--- config.mk ---
export PLATFORM = sky130hd
export DESIGN_NAME = garage_occupancy_counter
export DESIGN_NICKNAME = d
export VERILOG_FILES = /design/src/rtl/garage_occupancy_counter_pkg.sv /design/src/rtl/garage_occupancy_counter_lane_detector.sv /design/src/rtl/garage_occupancy_counter.sv
export SDC_FILE = /design/constraint.sdc
export NUM_CORES = 1
export LEC_CHECK = 0
export CORE_ASPECT_RATIO = 1.1
export CORE_MARGIN = 4
export CORE_UTILIZATION = 54
export DETAILED_ROUTE_END_ITERATION = 6
export HOLD_SLACK_MARGIN = 0.15
export MAX_ROUTING_LAYER = met4
export PLACE_DENSITY = 0.77
export SLEW_MARGIN = 10
export SYNTH_ARGS = -nofsm -noshare
export SYNTH_HDL_FRONTEND = slang
export SYNTH_SLANG_ARGS = --single-unit
--- constraint.sdc ---
create_clock -name clk -period 3.3 [get_ports clk]
set_input_delay 0.66 -clock clk [delete_from_list [all_inputs] [get_ports clk]]
set_output_delay 0.66 -clock clk [all_outputs]
set_load 0.03 [all_outputs]
--- src/rtl/garage_occupancy_counter_pkg.sv ---
// Shared types for the garage occupancy path: lane FSM encoding and count width
// (the count width is also consumed by the 7-segment display stage).
package garage_occupancy_counter_pkg;

  localparam int COUNT_W = 6;

  typedef enum logic [1:0] {
    LANE_IDLE     = 2'd0,
    LANE_DEBOUNCE = 2'd1,
    LANE_PRESENT  = 2'd2,
    LANE_RELEASE  = 2'd3
  } lane_state_t;

endpackage

--- src/rtl/garage_occupancy_counter_lane_detector.sv ---
// One sensor lane: 2-FF synchronizer, debounce FSM, one registered detect per car.
//
// state          | meaning
// LANE_IDLE      | no car, waiting for presence
// LANE_DEBOUNCE  | presence seen, waiting for it to be stable
// LANE_PRESENT   | car accepted, detect already issued
// LANE_RELEASE   | presence gone, waiting for absence to be stable
module lane_detector
  import garage_occupancy_counter_pkg::*;
#(
  parameter int DEBOUNCE_CYCLES = 4
) (
  input  logic clk,
  input  logic reset,
  input  logic sensor,
  output logic detect,
  output logic lane_idle
);

  localparam int CNT_W = (DEBOUNCE_CYCLES > 1) ? $clog2(DEBOUNCE_CYCLES) : 1;
  localparam logic [CNT_W-1:0] CNT_LOAD = CNT_W'(DEBOUNCE_CYCLES - 1);

  logic [1:0]       sync_ff;
  logic             sync;
  lane_state_t      state, state_nxt;
  logic [CNT_W-1:0] cnt, cnt_nxt;
  logic             detect_nxt;

  assign sync = sync_ff[1];

  always_ff @(posedge clk or posedge reset) begin
    if (reset) begin
      sync_ff <= 2'b00;
      state   <= LANE_IDLE;
      cnt     <= '0;
      detect  <= 1'b0;
    end else begin
      sync_ff <= {sync_ff[0], sensor};
      state   <= state_nxt;
      cnt     <= cnt_nxt;
      detect  <= detect_nxt;
    end
  end

  // Down-counter: loading D-1 and terminating at zero accepts on the same
  // sample as counting 1..D upward.
  always_comb begin
    state_nxt  = state;
    cnt_nxt    = cnt;
    detect_nxt = 1'b0;
    unique case (state)
      LANE_IDLE: begin
        if (sync) begin
          state_nxt = LANE_DEBOUNCE;
          cnt_nxt   = CNT_LOAD;
        end
      end
      LANE_DEBOUNCE: begin
        if (!sync) begin
          state_nxt = LANE_IDLE;
        end else if (cnt == '0) begin
          state_nxt  = LANE_PRESENT;
          detect_nxt = 1'b1;
        end else begin
          cnt_nxt = cnt - 1'b1;
        end
      end
      LANE_PRESENT: begin
        if (!sync) begin
          state_nxt = LANE_RELEASE;
          cnt_nxt   = CNT_LOAD;
        end
      end
      LANE_RELEASE: begin
        if (sync) begin
          state_nxt = LANE_PRESENT;
        end else if (cnt == '0) begin
          state_nxt = LANE_IDLE;
        end else begin
          cnt_nxt = cnt - 1'b1;
        end
      end
      default: state_nxt = LANE_IDLE;
    endcase
  end

  always_comb begin
    lane_idle = (state == LANE_IDLE);
  end

endmodule

--- src/rtl/garage_occupancy_counter.sv ---
// Garage occupancy: two debounced lanes drive a saturating car count, the
// full/empty flags and the entry/exit gate commands.
module garage_occupancy_counter
  import garage_occupancy_counter_pkg::*;
#(
  parameter int CAPACITY        = 40,
  parameter int DEBOUNCE_CYCLES = 4
) (
  input  logic               clk,
  input  logic               reset,
  input  logic               entry_sensor,
  input  logic               exit_sensor,
  output logic [COUNT_W-1:0] count,
  output logic               full,
  output logic               empty,
  output logic               entry_gate_open,
  output logic               exit_gate_open,
  output logic               entry_denied,
  output logic               exit_error
);

  localparam logic [COUNT_W-1:0] CAP = COUNT_W'(CAPACITY);

  logic               edet, xdet, entry_idle, exit_idle;
  logic [COUNT_W-1:0] count_nxt;
  logic               denied_nxt, error_nxt, egate_set, xgate_set;

  lane_detector #(.DEBOUNCE_CYCLES(DEBOUNCE_CYCLES)) u_entry_lane (
    .clk       (clk),
    .reset     (reset),
    .sensor    (entry_sensor),
    .detect    (edet),
    .lane_idle (entry_idle)
  );

  lane_detector #(.DEBOUNCE_CYCLES(DEBOUNCE_CYCLES)) u_exit_lane (
    .clk       (clk),
    .reset     (reset),
    .sensor    (exit_sensor),
    .detect    (xdet),
    .lane_idle (exit_idle)
  );

  // Simultaneous entry+exit nets to zero except from empty, where the exit is
  // the error case and the entry still lands.
  always_comb begin
    count_nxt  = count;
    denied_nxt = 1'b0;
    error_nxt  = 1'b0;
    egate_set  = 1'b0;
    xgate_set  = 1'b0;
    unique case ({edet, xdet})
      2'b10: begin
        if (count != CAP) begin
          count_nxt = count + 1'b1;
          egate_set = 1'b1;
        end else begin
          denied_nxt = 1'b1;
        end
      end
      2'b01: begin
        xgate_set = 1'b1;
        if (count != '0) count_nxt = count - 1'b1;
        else             error_nxt = 1'b1;
      end
      2'b11: begin
        egate_set = 1'b1;
        xgate_set = 1'b1;
        if (count == '0) begin
          count_nxt = COUNT_W'(1);
          error_nxt = 1'b1;
        end
      end
      default: ;
    endcase
  end

  always_ff @(posedge clk or posedge reset) begin
    if (reset) begin
      count           <= '0;
      full            <= 1'b0;
      empty           <= 1'b1;
      entry_gate_open <= 1'b0;
      exit_gate_open  <= 1'b0;
      entry_denied    <= 1'b0;
      exit_error      <= 1'b0;
    end else begin
      count        <= count_nxt;
      full         <= (count_nxt == CAP);
      empty        <= (count_nxt == '0);
      entry_denied <= denied_nxt;
      exit_error   <= error_nxt;
      if (egate_set)       entry_gate_open <= 1'b1;
      else if (entry_idle) entry_gate_open <= 1'b0;
      if (xgate_set)       exit_gate_open <= 1'b1;
      else if (exit_idle)  exit_gate_open <= 1'b0;
    end
  end

endmodule

==> impl_metrics.yaml, run 1 <==
logic_synthesis:
  async_flop_share_pct: 100
  synth_seq_cells: 26
  synthesis.nets: 132
  netlist_instances: 123
  synth_area_per_cell_um2: 10.6
  synth_edf_count: 0
  yosysWarnings: 0
  synth.distinct_cells: 41
  yosysSeqAreaShare_pct: 50.0
  synth_ff_type: "dfrtp_1"
  synth_area_um2: 1300
routing:
  viasPerCell: 5.72
  vias: 956
  drcViolationCount: 0
  routedWlPerCell_um: 14.7
  initialDrtViolationCount: 29
  routed_wl_mm: 2.46
  antenna_left: 0
  firstDrtPassIters: 4
finish:
  multiInputGateArea_um2: 582
  diodes: 0
  fin_area_um2: 1500
  drive_gt1_share_pct: 9.49
  fill_cells: 181
  area.growth.synth_to_final_pct: 15.1
  nets: 147
  final_common_cell: "dfrtp_1"
  seqCellArea_um2: 652
  layout_common_cells: "25 x dfrtp_1, 15 x clkdlybuf4s50_1, 12 x nand2_1"
timing:
  setup-tns-final_ps: 0
  max_freq_mhz: 375
  relSlewSlack_pct: 36.4
  hold_viol_final: 0
  rsz0062_at_grt: "false"
  min_period_ps: 2670
  fin_worst_skew_ps: 11.6
  setup_violations: 0
  fin_crit_sh_pct: 80.8
  slew_viol_final: 0
  whs_ps: 369
  worst_slew_pin_slew_ps: 954
floorplan:
  core-area_um2: 2270
  initial_core_util_pct: 57.3
  row_count: 18
  die_w_um: 54.8
  die-area_um2: 3260
  ios: 16
  die_h_um: 59.5
power_and_ir_drop:
  vdd_drop_max_uv: 512
  p_leak_nw: 0.677
  fin_total_pwr_mw: 1.11
  p_per_area_nw_per_um2: 742
placed_design:
  portBuffers: 15
  place_area_um2: 1460
  dp_hpwl_mm: 1.81
  place_congestion: 0.801
worst_setup_path:
  cp.arrival_ps: 2890
  ff2ff_path_depth: 10
  timing.critical_path.from: "count[0]$_DFF_PP0_"
  timing.rr.end: "full$_DFF_PP0_"
  crit_end: "full$_DFF_PP0_"
  r2r-start: "count[0]$_DFF_PP0_"
  crit_type: "reg2reg"
  crit_required_ps: 3530
  rrSetupSlack_ps: 630
  crit_path_start_kind: "register"
  cp_max_fo: 6
  crit_path_end_kind: "register"
grt:
  grt_busiest_layer: "met2"
  use_met2_pct: 28.4
  grtUsageMet3_pct: 3.02
  grtUsageTotal_pct: 18.1
  grt_pass1_vias: 924
  grt_first_pass_wirelength_mm: 4.14
  antenna_found_initial: 0
  grt_max_degree: 27
  overflow: 0
  grt_use_met1_pct: 23.7
outcome:
  status: "complete, no violations"
clocking:
  ctsRootBufferMaster: "clkbuf_4"
  cts_made_buffers: 3
  cts_tree: "built"
  cts_hold_buf: 0
  insertion_delay_ps: 320
  postCtsSetupBuffers: 0
  clk_pin_slew_ps: 140
  clk_path_buf_depth: 2
  htree_levels: 1
  ctsResizeCount: 0
  cts_num_sinks: 26
run:
  cap_viol_max_count: 0
worst_hold_path:
  worstHoldPathType: "reg2reg"
state kept, by name, indices dropped and copies added, names as in the netlist, named ones only:
name                  flops
empty                     1
u_exit_lane.state         1
u_entry_lane.cnt          2
u_entry_lane.sync_ff      2
u_exit_lane.sync_ff       2
full                      1
entry_denied              1
entry_gate_open           1
u_exit_lane.cnt           2
u_entry_lane.state        1
exit_gate_open            1
exit_error                1
count                     6
u_entry_lane.detect       1
u_exit_lane.detect        1
synthesized netlist by cell type (2+ instances only):
master     n  share of area, %
dfrtp_1   25                48
nand2_1   12               3.5
inv_1     11               3.2
ha_1       5               4.8
mux2_2     5               4.3
nand3_1    5               1.9
nor2_1     5               1.4
o21ai_0    5               1.9
a21oi_1    3               1.2
clkbuf_1   3              0.86
nor2b_1    3               1.4
nor3_1     3               1.2
nor3b_1    3               1.7
a22oi_1    2               1.2
a31oi_1    2              0.96
and2_1     2              0.96
and3_1     2              0.96
o211ai_1   2               1.2
or3_1      2              0.96
xor2_1     2               1.3
power by group:
part	total, mW	internal, mW	switching [mW]
clock network	0.157	0.0674	0.0893
registers	0.495	0.400	0.0947
logic	0.461	0.213	0.247
total	1.11	0.681	0.431
logic make-up after synthesis:
kind of cell	share of synthesized area, %
AND/OR/NAND/NOR	20.3
flip-flops	50.0
AO/OA/AOI/OAI	13.3
buffers and inverters	5.28
multiplexers	4.32
adder cells (fa/ha/maj)	4.80
XOR/XNOR	2.02
per-layer routing:
layer | wire length [um] | up-vias
met4 | 17 | 0
met1 | 1120 | 457
met5 | 0 | -
met3 | 86 | 2
met2 | 1240 | 25
li1 | - | 472
through the flow:
step                setup slack [ps]  std cells  utilization (%)
global route                     458        167             65.9
global placement                 787        163             64.3
detailed placement               653        163             64.3
floorplan                        755        123                -
CTS                              649        167             65.9
finish                           635        167             65.9
worst min-delay path by stage:
stage	start	to	cells after the start
after global placement	u_exit_lane.sync_ff[0]$_DFF_PP0_	u_exit_lane.sync_ff[1]$_DFF_PP0_	0
after detailed placement	u_exit_lane.sync_ff[0]$_DFF_PP0_	u_exit_lane.sync_ff[1]$_DFF_PP0_	0
final	u_exit_lane.sync_ff[0]$_DFF_PP0_	u_exit_lane.sync_ff[1]$_DFF_PP0_	0
after global routing	u_exit_lane.sync_ff[0]$_DFF_PP0_	u_exit_lane.sync_ff[1]$_DFF_PP0_	0
after floorplan	u_entry_lane.sync_ff[0]$_DFF_PP0_	u_entry_lane.sync_ff[1]$_DFF_PP0_	0
after CTS	u_exit_lane.sync_ff[0]$_DFF_PP0_	u_exit_lane.sync_ff[1]$_DFF_PP0_	0
critical path: stages (launching register included):
cell and delay (ps):
dfrtp_1 460, inv_1 150, ha_1 200, nor2b_1 250
nand2_1 150, ha_1 290, or3b_2 440, o311a_1 140
o211ai_1 120, or3_1 170, and4bb_1 210
layout make-up:
cell class,count,share of cell area (%)
well taps,30,2.50
clock buffers,4,2.42
multi-input cells,81,38.8
repair buffers,15,10.0
inverters,11,2.75
flip-flops and latches,26,43.5
No activity file was read; power rests on OpenSTA's default activity.
==> inputs of run 2 (changes only) <==
Clock period 3.3 ns to 2.54 ns, I/O delays scaled along.
==> run 2 against run 1 <==
Compared with the run above:
- critical path depth is the same
- wire length grew 0.41%
- maximum frequency grew 12%
- largest power group is now combinational logic
- non-clock buffer count grew 7
- worst setup slack lost 480 ps
- clock power grew 29%
- combinational power grew 49%
- critical path type unchanged
- utilization grew 2.8 points
==> impl_metrics.yaml, run 2 (synthesis results as in run 1) <==
timing:
  worst_slew_pin_slew_ps: 608
  min_period_ps: 2390
  whs_ps: 367
  slew_viol_final: 0
  setup-tns-final_ps: 0
  relSlewSlack_pct: 59.0
  fin_crit_sh_pct: 94.0
  fin_worst_skew_ps: 6.48
  setup_violations: 0
  max_freq_mhz: 419
  hold_viol_final: 0
power_and_ir_drop:
  p_leak_nw: 0.707
  pwr-share-seq_pct: 40.9
  p_int_uw: 932
  switchingPower_uw: 570
  pwr-share-clk_pct: 13.5
  switching_share_pct: 38.0
  fin_total_pwr_mw: 1.50
  vdd_drop_max_uv: 560
  p_per_area_nw_per_um2: 962
  pwr-share-comb_pct: 45.6
clocking:
  clk_pin_slew_ps: 130
  ctsRootBufferMaster: "clkbuf_4"
  insertion_delay_ps: 310
  cts_num_sinks: 26
  htree_levels: 1
  clk_path_buf_depth: 2
  cts_tree: "built"
  cts_hold_buf: 0
  cts_made_buffers: 3
worst_setup_path:
  crit_required_ps: 2760
  cp_max_fo: 4
  crit_path_start_kind: "register"
  ff2ff_path_depth: 10
  crit_type: "reg2reg"
  cp.arrival_ps: 2610
  crit_path_end_kind: "register"
outcome:
  status: "complete, no violations"
grt:
  grt_max_degree: 17
  grtUsageTotal_pct: 18.5
  grt_pass1_vias: 957
  grt_first_pass_wirelength_mm: 4.29
  overflow: 0
  antenna_found_initial: 0
routing:
  initialDrtViolationCount: 38
  top_layer_used: "met4"
  firstDrtPassIters: 4
  wl_met2_mm: 1.23
  drcViolationCount: 0
  viasPerCell: 5.68
  drt-met1-wl_mm: 1.09
  routed_wl_mm: 2.47
  antenna_left: 0
  vias: 989
  wl_met3_um: 140
  routedWlPerCell_um: 14.2
floorplan:
  die-area_um2: 3260
  row_count: 18
  die_h_um: 59.5
  core-area_um2: 2270
  ios: 16
  die_w_um: 54.8
  initial_core_util_pct: 57.3
finish:
  diodes: 0
  fill_cells: 186
  layout_common_cells: "24 x dfrtp_1, 15 x clkdlybuf4s50_1, 12 x nand2_1"
  largest_register: "count"
  area.growth.synth_to_final_pct: 20.0
  drive_gt1_share_pct: 17.4
  final_common_cell: "dfrtp_1"
  utilization_pct: 68.7
  largest_register_ffs: 6
  nets: 154
placed_design:
  portBuffers: 15
  dp_hpwl_mm: 1.90
  place_congestion: 0.926
worst_hold_path:
  worstHoldPathType: "reg2reg"
  whs_path_depth: 0
run:
  cap_viol_max_count: 0
[run 2: cell count changes in the layout (fill, tap and decap cells not counted)]
| cell | previous run | this run |
|---|---|---|
| dfrtp_1 | 25 | 24 |
| nor2b_1 | 3 | 2 |
| nor2b_4 | 0 | 1 |
| ha_1 | 5 | 4 |
| buf_4 | 0 | 7 |
| dfrtp_2 | 0 | 1 |
| inv_2 | 0 | 2 |
| ha_2 | 0 | 1 |
| inv_1 | 11 | 9 |
[run 2: repair_timing]
action,4_1_cts,5_1_grt
buffers inserted,0,0
setup endpoints to repair,0,2
gates resized for setup,0,5
[run 2: metal layers]
metal	global-route usage, %	vias up
li1	-	481
met1	25.0	472
met2	28.5	34
met3	3.53	2
met4	4.27	0
met5	-	-
[run 2: power by group through the flow]
| stage | Combinational (mW) | Clock (mW) | Sequential [mW] |
|---|---|---|---|
| CTS | 0.677 | 0.210 | 0.609 |
| detailed placement | 0.674 | 0 | 0.618 |
| global placement | 0.652 | 0 | 0.611 |
| global route | 0.763 | 0.232 | 0.630 |
| floorplan | 0.372 | 0 | 0.696 |
| finish | 0.686 | 0.203 | 0.614 |
[run 2: through the flow]
stage	instance area (um^2)	cells	worst slack [ps]
4_1_cts	1550	174	48.0
3_5_place_dp	1520	170	67.0
3_3_place_gp	1520	170	156
2_1_floorplan	1300	123	31.0
5_1_grt	1560	174	-18.6
6_report	1560	174	153
[run 2: worst paths after layout]
path	from	endpoint	slack [ps]
min reg2reg	u_exit_lane.sync_ff[0]$_DFF_PP0_	u_exit_lane.sync_ff[1]$_DFF_PP0_	370
min	u_exit_lane.sync_ff[0]$_DFF_PP0_	u_exit_lane.sync_ff[1]$_DFF_PP0_	370
max reg2reg	count[0]$_DFF_PP0_	full$_DFF_PP0_	150
max	count[0]$_DFF_PP0_	full$_DFF_PP0_	150
max in group asynchronous	reset	entry_denied$_DFF_PP0_	1480
min in group asynchronous	reset	u_exit_lane.cnt[0]$_DFFE_PP0P_	500
[run 2: cell type report]
type	count	area (um^2)	area share [%]
sequential	26	653	41.8
multi-input combinational	81	592	37.9
timing repair buffer	22	203	13.0
inverter	11	41.3	2.64
tap	30	37.5	2.40
clock buffer	4	36.3	2.32
[run 2: critical path, stage by stage (launching register included)]
cell      delay, ps
dfrtp_2         440
inv_2            80
ha_2            200
nor2b_4         170
nand2_1          90
ha_1            280
or3b_2          430
o311a_1         130
o211ai_1        110
or3_1           160
and4bb_1        210
==> inputs of run 3 (changes only) <==
Settings changed: CORE_UTILIZATION 54 to 52, CTS_CLUSTER_DIAMETER set to 40, PLACE_DENSITY 0.77 to 0.74.
==> run 3 against run 2 <==
Compared with the run above:
- clock power fell by 14%
- worst setup slack worse by 45 ps
- largest power group unchanged
- power is 0.48% higher
- sequential share of layout area fell by 0.40 points
- clock skew down 4.3 ps
- highest routed layer unchanged
- final cell count increased by 1.1%
- critical path type unchanged
- die area increased by 3.3%
- critical endpoint unchanged
- wire length up 6.7%
==> impl_metrics.yaml, run 3 (synthesis results as in run 1) <==
routing:
  antenna_left: 0
  vias: 1012
  firstDrtPassIters: 4
  viasPerCell: 5.75
  routedWlPerCell_um: 15.0
  routed_wl_mm: 2.63
  drcViolationCount: 0
  initialDrtViolationCount: 25
worst_setup_path:
  crit_required_ps: 2760
  cp_max_fo: 4
  crit_path_end_kind: "register"
  ff2ff_path_depth: 10
  crit_path_start_kind: "register"
  cp.arrival_ps: 2650
  crit_type: "reg2reg"
timing:
  slew_viol_final: 0
  fin_crit_sh_pct: 95.7
  worst_slew_pin_slew_ps: 650
  max_freq_mhz: 411
  fin_worst_skew_ps: 2.13
  worst_slack_ps: 108
  relSlewSlack_pct: 56.1
  whs_ps: 370
  rsz0062_at_grt: "false"
  setup_violations: 0
  min_period_ps: 2430
  setup-tns-final_ps: 0
  hold_viol_final: 0
floorplan:
  core-area_um2: 2320
  initial_core_util_pct: 56.1
  die-area_um2: 3370
  die_h_um: 60.5
  ios: 16
  die_w_um: 55.7
  row_count: 18
finish:
  layout_common_cells: "24 x dfrtp_1, 15 x clkdlybuf4s50_1, 12 x nand2_1"
  largest_register: "count"
  nets: 156
  fin_area_um2: 1580
  largest_register_ffs: 6
  diodes: 0
  final_common_cell: "dfrtp_1"
  final_cells: 176
  multiInputGateArea_um2: 602
  fill_cells: 180
  area.growth.synth_to_final_pct: 21.1
  drive_gt1_share_pct: 17.1
  seqCellArea_um2: 653
clocking:
  clk_pin_slew_ps: 130
  cts_tree: "built"
  clk_path_buf_depth: 2
  cts_num_sinks: 26
  cts_hold_buf: 0
  postCtsSetupBuffers: 0
  insertion_delay_ps: 310
  cts_made_buffers: 3
  ctsRootBufferMaster: "clkbuf_4"
  htree_levels: 1
grt:
  overflow: 0
  grt_first_pass_wirelength_mm: 4.54
  antenna_found_initial: 0
  grtUsageTotal_pct: 17.8
  grt_max_degree: 17
  grt_pass1_vias: 1008
power_and_ir_drop:
  pwr-share-seq_pct: 40.4
  p_int_uw: 924
  p_per_area_nw_per_um2: 957
  vdd_drop_max_uv: 674
  switching_share_pct: 38.8
  pwr-share-comb_pct: 48.0
  switchingPower_uw: 586
  pwr-share-clk_pct: 11.6
  p_leak_nw: 0.715
outcome:
  status: "complete, no violations"
placed_design:
  dp_slack_ps: -23.4
  dp_hpwl_mm: 1.98
  portBuffers: 15
  place_area_um2: 1530
  place_inst: 172
  place_congestion: 0.875
run:
  cap_viol_max_count: 0
worst_hold_path:
  worstHoldPathType: "reg2reg"
  whs_path_depth: 0
run 3: changes by cell type in the layout (fill, tap and decap cells not counted):
cell and change:
inv_2 -1, buf_4 +2, ha_2 -1, clkbuf_1 +1
ha_4 +1, inv_1 +1, clkbuf_8 -1
run 3: critical path: stages, from the launching register on:
cell	delay (ps)
dfrtp_1	400
inv_1	150
ha_4	160
nor2b_4	170
nand2_1	90
ha_1	290
or3b_2	450
o311a_1	140
o211ai_1	110
or3_1	160
and4bb_1	210
run 3: what timing repair did:
action	CTS	global route
pin swaps	0	1
resized for setup	1	4
setup endpoints to repair	1	2
run 3: routing by layer:
| layer | GRT usage [%] | routed length, um | up-vias |
|---|---|---|---|
| met5 | - | 0 | - |
| met4 | 8.68 | 71 | 0 |
| met3 | 1.49 | 128 | 9 |
| met2 | 31.9 | 1300 | 32 |
| met1 | 20.5 | 1140 | 484 |
| li1 | - | - | 487 |
run 3: path summary, 6_finish.rpt:
check | from | endpoint | slack [ps]
min reg2reg | u_exit_lane.sync_ff[0]$_DFF_PP0_ | u_exit_lane.sync_ff[1]$_DFF_PP0_ | 370
max in group asynchronous | reset | empty$_DFF_PP1_ | 1830
max reg2reg | count[1]$_DFF_PP0_ | full$_DFF_PP0_ | 110
min in group asynchronous | reset | u_exit_lane.sync_ff[0]$_DFF_PP0_ | 480
max | count[1]$_DFF_PP0_ | full$_DFF_PP0_ | 110
min | u_exit_lane.sync_ff[0]$_DFF_PP0_ | u_exit_lane.sync_ff[1]$_DFF_PP0_ | 370
run 3: final cells by class:
| class | instances | share of cell area (%) |
|---|---|---|
| multi-input cells | 81 | 38.1 |
| inverters | 11 | 2.62 |
| well taps | 30 | 2.38 |
| repair buffers | 24 | 13.8 |
| clock buffers | 4 | 1.67 |
| flip-flops and latches | 26 | 41.4 |
run 3: power groups by stage:
stage | combinational [mW] | sequential (mW) | clock [mW]
4_1_cts | 0.700 | 0.605 | 0.180
3_3_place_gp | 0.658 | 0.607 | 0
3_5_place_dp | 0.694 | 0.613 | 0
6_report | 0.725 | 0.610 | 0.175
5_1_grt | 0.795 | 0.622 | 0.196
2_1_floorplan | 0.372 | 0.696 | 0
run 3: stage by stage:
step                utilization (%)  total power, mW
floorplan                         -             1.07
global placement               66.0             1.26
global route                   68.0             1.61
finish                         68.0             1.51
CTS                            67.3             1.48
detailed placement             66.0             1.31
